`config.mk`:
```
export PLATFORM = sky130hd
export DESIGN_NAME = decoupled_vr_rr_arbiter
export DESIGN_NICKNAME = d
export VERILOG_FILES = /design/src/rtl/fifo_ctrl_pkg.sv /design/src/rtl/decoupled_vr_skid.sv /design/src/rtl/decoupled_vr_rr_arbiter.sv
export SDC_FILE = /design/constraint.sdc
export NUM_CORES = 1
export LEC_CHECK = 0
export BUFFER_PORTS_ARGS = -buffer_cell sky130_fd_sc_hd__buf_4
export CAP_MARGIN = 10
export CORE_AREA = 2 2 211 192
export DETAILED_ROUTE_END_ITERATION = 6
export DIE_AREA = 0 0 213 194
export HOLD_SLACK_MARGIN = 0.06
export PLACE_DENSITY = 0.58
export SYNTH_ARGS = -nofsm -noshare
export SYNTH_HDL_FRONTEND = slang
export SYNTH_SLANG_ARGS = --single-unit
```
`constraint.sdc`:
```
create_clock -name clk -period 2.6 [get_ports clk]
set_input_delay 0.39 -clock clk [delete_from_list [all_inputs] [get_ports clk]]
set_output_delay 0.39 -clock clk [all_outputs]
set_load 0.005 [all_outputs]
```
`src/rtl/fifo_ctrl_pkg.sv`:
```
// Shared types and helpers for the cohort fifo_ctrl ready/valid arbiter.
// Optional stats build: COHORT_VR_ARB_STATS_EN (see decoupled_vr_rr_arbiter).
package fifo_ctrl_pkg;

    localparam int data_width = 32;
    localparam int max_chan = 16;

    typedef logic [3:0] chan_idx_t;

    function automatic chan_idx_t rr_next(input chan_idx_t p, input int n);
        return (int'(p) + 1 >= n) ? chan_idx_t'(0) : p + chan_idx_t'(1);
    endfunction

endpackage

```
`src/rtl/decoupled_vr_skid.sv`:
```
// Two-entry per-channel skid FIFO with a registered in_ready.
// in_ready is precomputed from the next count so it never depends on inputs.
module decoupled_vr_skid
    import fifo_ctrl_pkg::*;
#(
    parameter int DataWidth = data_width
) (
    input  logic                 clk,
    input  logic                 rst_n,
    input  logic                 in_valid,
    output logic                 in_ready,
    input  logic [DataWidth-1:0] in_data,
    output logic                 out_valid,
    input  logic                 out_ready,
    output logic [DataWidth-1:0] out_data
);

    logic [1:0][DataWidth-1:0] mem_q;
    logic                      rd_q;
    logic                      wr_q;
    logic                      rdy_q;
    logic [1:0]                cnt_q;
    logic [1:0]                cnt_d;
    logic                      push;
    logic                      pop;

    assign push = in_valid & rdy_q;
    assign pop  = out_ready & (cnt_q != 2'd0);

    always_comb begin
        cnt_d = cnt_q;
        unique case ({push, pop})
            2'b10:   cnt_d = cnt_q + 2'd1;
            2'b01:   cnt_d = cnt_q - 2'd1;
            default: cnt_d = cnt_q;
        endcase
    end

    always_ff @(posedge clk or negedge rst_n) begin
        if (!rst_n) begin
            mem_q <= '0;
            rd_q  <= 1'b0;
            wr_q  <= 1'b0;
            rdy_q <= 1'b0;
            cnt_q <= 2'd0;
        end else begin
            cnt_q <= cnt_d;
            rdy_q <= (cnt_d < 2'd2);
            if (push) begin
                mem_q[wr_q] <= in_data;
                wr_q        <= ~wr_q;
            end
            if (pop) begin
                rd_q <= ~rd_q;
            end
        end
    end

    assign in_ready  = rdy_q;
    assign out_valid = (cnt_q != 2'd0);
    assign out_data  = mem_q[rd_q];

endmodule

```
`src/rtl/decoupled_vr_rr_arbiter.sv`:
```
// N-to-1 round-robin ready/valid arbiter with per-channel skids and a registered output.
// Define COHORT_VR_ARB_STATS_EN to add saturating per-channel grant counters.
module decoupled_vr_rr_arbiter
    import fifo_ctrl_pkg::*;
#(
    parameter  int DataWidth = data_width,
    parameter  int NumChan   = 4,
    localparam int ChanW     = $clog2(NumChan)
) (
    input  logic                              clk,
    input  logic                              rst_n,
    input  logic [NumChan-1:0]                in_valid,
    output logic [NumChan-1:0]                in_ready,
    input  logic [NumChan-1:0][DataWidth-1:0] in_data,
    output logic                              out_valid,
    input  logic                              out_ready,
    output logic [DataWidth-1:0]              out_data,
    output logic [ChanW-1:0]                  out_chan
`ifdef COHORT_VR_ARB_STATS_EN
    ,
    output logic [NumChan-1:0][31:0]          grant_cnt
`endif
);

    logic [NumChan-1:0]                skid_vld;
    logic [NumChan-1:0]                skid_pop;
    logic [NumChan-1:0][DataWidth-1:0] skid_data;
    logic [ChanW-1:0]                  ptr_q;
    logic [ChanW-1:0]                  win;
    logic [ChanW-1:0]                  cand;
    logic                              found;
    logic                              load;

    for (genvar g = 0; g < NumChan; g++) begin : g_skid
        decoupled_vr_skid #(
            .DataWidth(DataWidth)
        ) u_skid (
            .clk      (clk),
            .rst_n    (rst_n),
            .in_valid (in_valid[g]),
            .in_ready (in_ready[g]),
            .in_data  (in_data[g]),
            .out_valid(skid_vld[g]),
            .out_ready(skid_pop[g]),
            .out_data (skid_data[g])
        );
        assign skid_pop[g] = load && (win == ChanW'(g));
    end

    // First non-empty skid scanning upward from the pointer, wrapping.
    always_comb begin
        found = 1'b0;
        win   = ptr_q;
        cand  = ptr_q;
        for (int i = 0; i < NumChan; i++) begin
            cand = ChanW'((int'(ptr_q) + i) % NumChan);
            if (!found && skid_vld[cand]) begin
                found = 1'b1;
                win   = cand;
            end
        end
    end

    assign load = found && (!out_valid || out_ready);

    always_ff @(posedge clk or negedge rst_n) begin
        if (!rst_n) begin
            ptr_q     <= '0;
            out_valid <= 1'b0;
            out_data  <= '0;
            out_chan  <= '0;
        end else if (load) begin
            ptr_q     <= ChanW'(rr_next(4'(win), NumChan));
            out_valid <= 1'b1;
            out_data  <= skid_data[win];
            out_chan  <= win;
        end else if (out_ready) begin
            out_valid <= 1'b0;
        end
    end

`ifdef COHORT_VR_ARB_STATS_EN
    logic [NumChan-1:0][31:0] grant_q;

    always_ff @(posedge clk or negedge rst_n) begin
        if (!rst_n) begin
            grant_q <= '0;
        end else begin
            for (int i = 0; i < NumChan; i++) begin
                if (skid_pop[i] && (grant_q[i] != 32'hFFFF_FFFF)) begin
                    grant_q[i] <= grant_q[i] + 32'd1;
                end
            end
        end
    end

    assign grant_cnt = grant_q;
`else
    // Stats build off: no counters, datapath unchanged.
`endif

endmodule

```
==> reports/qor.yml <==
clock_tree:
  cts_max_path_buffers: 3
  cts_buffers: 37
  clock_latency_ps: 530
  path_clk_slew_ps: 60
  h-tree-depth: 2
  cts_root_buf: "clkbuf_16"
  clock_sinks: 313
  cts_tree: "built"
synthesis:
  synth_largest_area_cell: "dfrtp_1"
  synth_most_common_cell: "mux2_2"
  synth_top_family_by_area: "multiplexers"
  synthAdderAreaFrac_pct: 0.4026
  synthMuxAreaShare_pct: 31.94
  synthXorXnorAreaFrac_pct: 0.9019
  yosysSeqAreaShare_pct: 50.41
  synthDistinctLibCells: 45
  synth_fp_nets: 1292
  syn_area_per_cell_sq_um: 13.49
  ys_ff_latch: 313
  synth_edf_count: 0
  synth_top_area_share_pct: 50.41
  synthTopCellsByArea: "dfrtp_1, mux2_2, mux2i_1, a311oi_1, o211ai_1"
  yosysWarnings: 0
  synth_common_cells: "mux2_2, dfrtp_1, mux2i_1"
  synth_compound_area_share_pct: 10.11
  syn_area_sq_um: 15540
  async_flop_share_pct: 100.0
  synth-simple-area-share_pct: 2.657
  synth_ff_type: "dfrtp_1"
  syn_inst: 1152
placed_design:
  place_inst: 1786
  io_buffer_count: 173
  dp_hpwl_mm: 27.17
  finalWeightedCongestion: 0.8158
global_route:
  grt_max_degree: 71
  grtUsageTotal_pct: 18.98
  grt_overflow_total: 0
  grt_pass1_vias: 10377
  antenna_found_initial: 0
  grt_pass1_wl_mm: 60.58
flow_run:
  maxCapViolCount: 0
critical_path:
  crit_type: "reg2reg"
  crit_buf_inv: 1
  cpLargestDelayFamily: "compound AO/OA/AOI/OAI gates"
  cp_max_fo: 64
  crit_path_start_kind: "flip-flop"
  critPathCaptureType: "flip-flop"
  r2r_setup_slack_ps: 110
  path_cells: "nor2_1 > o21a_2 > buf_4 > a311oi_1 > mux2i_1 > o211ai_2"
  worst_path_max_delay_cell: "buf_4"
  slowest_delay_ps: 560
  worstPathRequired_ps: 3000
  arrival_ps: 2880
detailed_routing:
  wl_per_cell_microns: 21.16
  drc: 0
  ant_nets: 0
  firstDrtPassIters: 4
  totalWireLength_mm: 39.29
  drt_iter0_drc: 516
  via_per_inst: 5.407
  num_vias: 10040
layout:
  final-instance-count-excl-fill: 1857
  syn_to_final_growth_pct: 20.15
  drive_gt1_share_pct: 51.09
  fillers: 3505
  nets: 1438
  diodes: 0
power:
  p_total_mw: 26.13
  total_leakage_power_nw: 8.110
  vdd_drop_max_mv: 1.099
  pwr_density_cell_nw_per_um2: 1400
worst_hold_path:
  hold_class: "in2reg"
sta:
  rsz0062_at_grt: "no"
  clock_skew_ps: 14.48
  worst_pin_slew_ps: 732.9
  hold_viol: 0
  maxSlewViolCount: 0
  max-slew-margin-rel_pct: 51.14
  post-route-period-util_pct: 95.67
  fmax_ghz: 0.4020
  tns_ps: 0
  finalSetupViolCount: 0
  finalCriticalPeriod_ps: 2487
die:
  fp.dieW_microns: 213
  rows: 69
  die_area_sq_um: 41320
  die_y_microns: 194
  start_util_pct: 39.73
  core_sq_um: 39110
  pin_count: 174
status:
  outcome: "finished, final reports clean"
==> registers in the layout, indices dropped and copies added, names as in the netlist, named ones only <==
name / cells
g_skid.u_skid.cnt_q: 4
g_skid.u_skid.in_ready: 4
g_skid.u_skid.mem_q: 256
g_skid.u_skid.rd_q: 4
g_skid.u_skid.wr_q: 4
out_chan: 2
out_data: 32
out_valid: 1
ptr_q: 2
==> through the flow <==
stage / hold WS [ps] / setup WS [ps] / util [%] / cell area [sq um]
after floorplan: 94.41 / 11.92 / - / 15550
after global placement: 358.5 / 138.9 / 44.59 / 17440
after detailed placement: 354.9 / 92.24 / 44.59 / 17440
after CTS: 80.15 / 92.88 / 47.63 / 18630
after global routing: 88.71 / 16.06 / 47.73 / 18670
final: 102.7 / 112.7 / 47.73 / 18670
==> cell families after synthesis <==
family / Yosys count
buf+inv: 117
xor+xnor: 16
fa+ha+maj: 5
simple gates: 81
flops: 313
mux: 448
compound gates: 172
==> worst reg2reg max path, cell delays in order (launching register included) <==
cell and delay (ps):
dfrtp_1 440, nor2_1 410, o21a_2 260, buf_4 560, a311oi_1 240, mux2i_1 330, o211ai_2 140
==> area by class of cell <==
class | instances | area [sq um] | share of cell area, %
Timing Repair Buffer | 219 | 1767 | 9.464
Clock inverter | 7 | 38.79 | 0.2078
Multi-Input combinational cell | 722 | 7201 | 38.57
Clock buffer | 59 | 1141 | 6.113
Inverter | 5 | 18.77 | 0.1005
Sequential cell | 313 | 7836 | 41.98
Tap cell | 532 | 665.6 | 3.566
==> placed cells by master, fill, tap and decap left out, types with 2 or more instances in the layout <==
| cell type | n |
|---|---|
| xnor2_1 | 8 |
| nor2_1 | 5 |
| mux2_2 | 334 |
| mux2_1 | 8 |
| nand3_1 | 3 |
| ha_2 | 2 |
| xor2_1 | 8 |
| a311oi_1 | 64 |
| mux2i_1 | 96 |
| inv_1 | 5 |
| nor2_4 | 2 |
| buf_12 | 9 |
| buf_4 | 208 |
| clkinv_2 | 6 |
| nand2_1 | 52 |
| or2_2 | 5 |
| clkbuf_8 | 9 |
| clkbuf_16 | 39 |
| mux2_4 | 10 |
| ha_1 | 3 |
| o211ai_1 | 64 |
| dfrtp_1 | 310 |
| dfrtp_2 | 3 |
| clkbuf_1 | 11 |
| o211ai_2 | 32 |
==> routing by layer <==
layer | share of wire (%) | up-vias | track usage, %
met5 | 0 | - | 0
met2 | 50 | 214 | 31.93
met1 | 44 | 5156 | 25.53
li1 | - | 4614 | -
met3 | 3.9 | 56 | 2.883
met4 | 2.2 | 0 | 4.895
==> report_power, final <==
group,internal (mW),switching (mW),total [mW],leakage [nW]
Combinational,6.50,5.76,12.3,3.80
Sequential,7.41,1.46,8.87,3.72
Clock,3.00,1.99,5.00,0.586
==> final timing paths <==
path,startpoint,to,depth (start not counted)
max in group asynchronous,rst_n,ptr_q[1],3
min in group asynchronous,rst_n,g_skid[2].u_skid.mem_q[39],2
hold reg to reg,out_data[14],out_data[14],2
setup reg to reg,g_skid[1].u_skid.cnt_q[0],out_data[20],6
setup / recovery,g_skid[1].u_skid.cnt_q[0],out_data[20],6
hold / removal,in_data[102],g_skid[3].u_skid.mem_q[38],2
==> timing repair <==
| action | in CTS | in global routing |
|---|---|---|
| resized for setup | 0 | 4 |
| endpoints found under the hold margin | 43 | 0 |
| hold buffers | 1 | 0 |
| buffers inserted | 0 | 4 |
| endpoints found under the setup margin | 0 | 1 |
No activity file was read; power rests on OpenSTA's default activity.
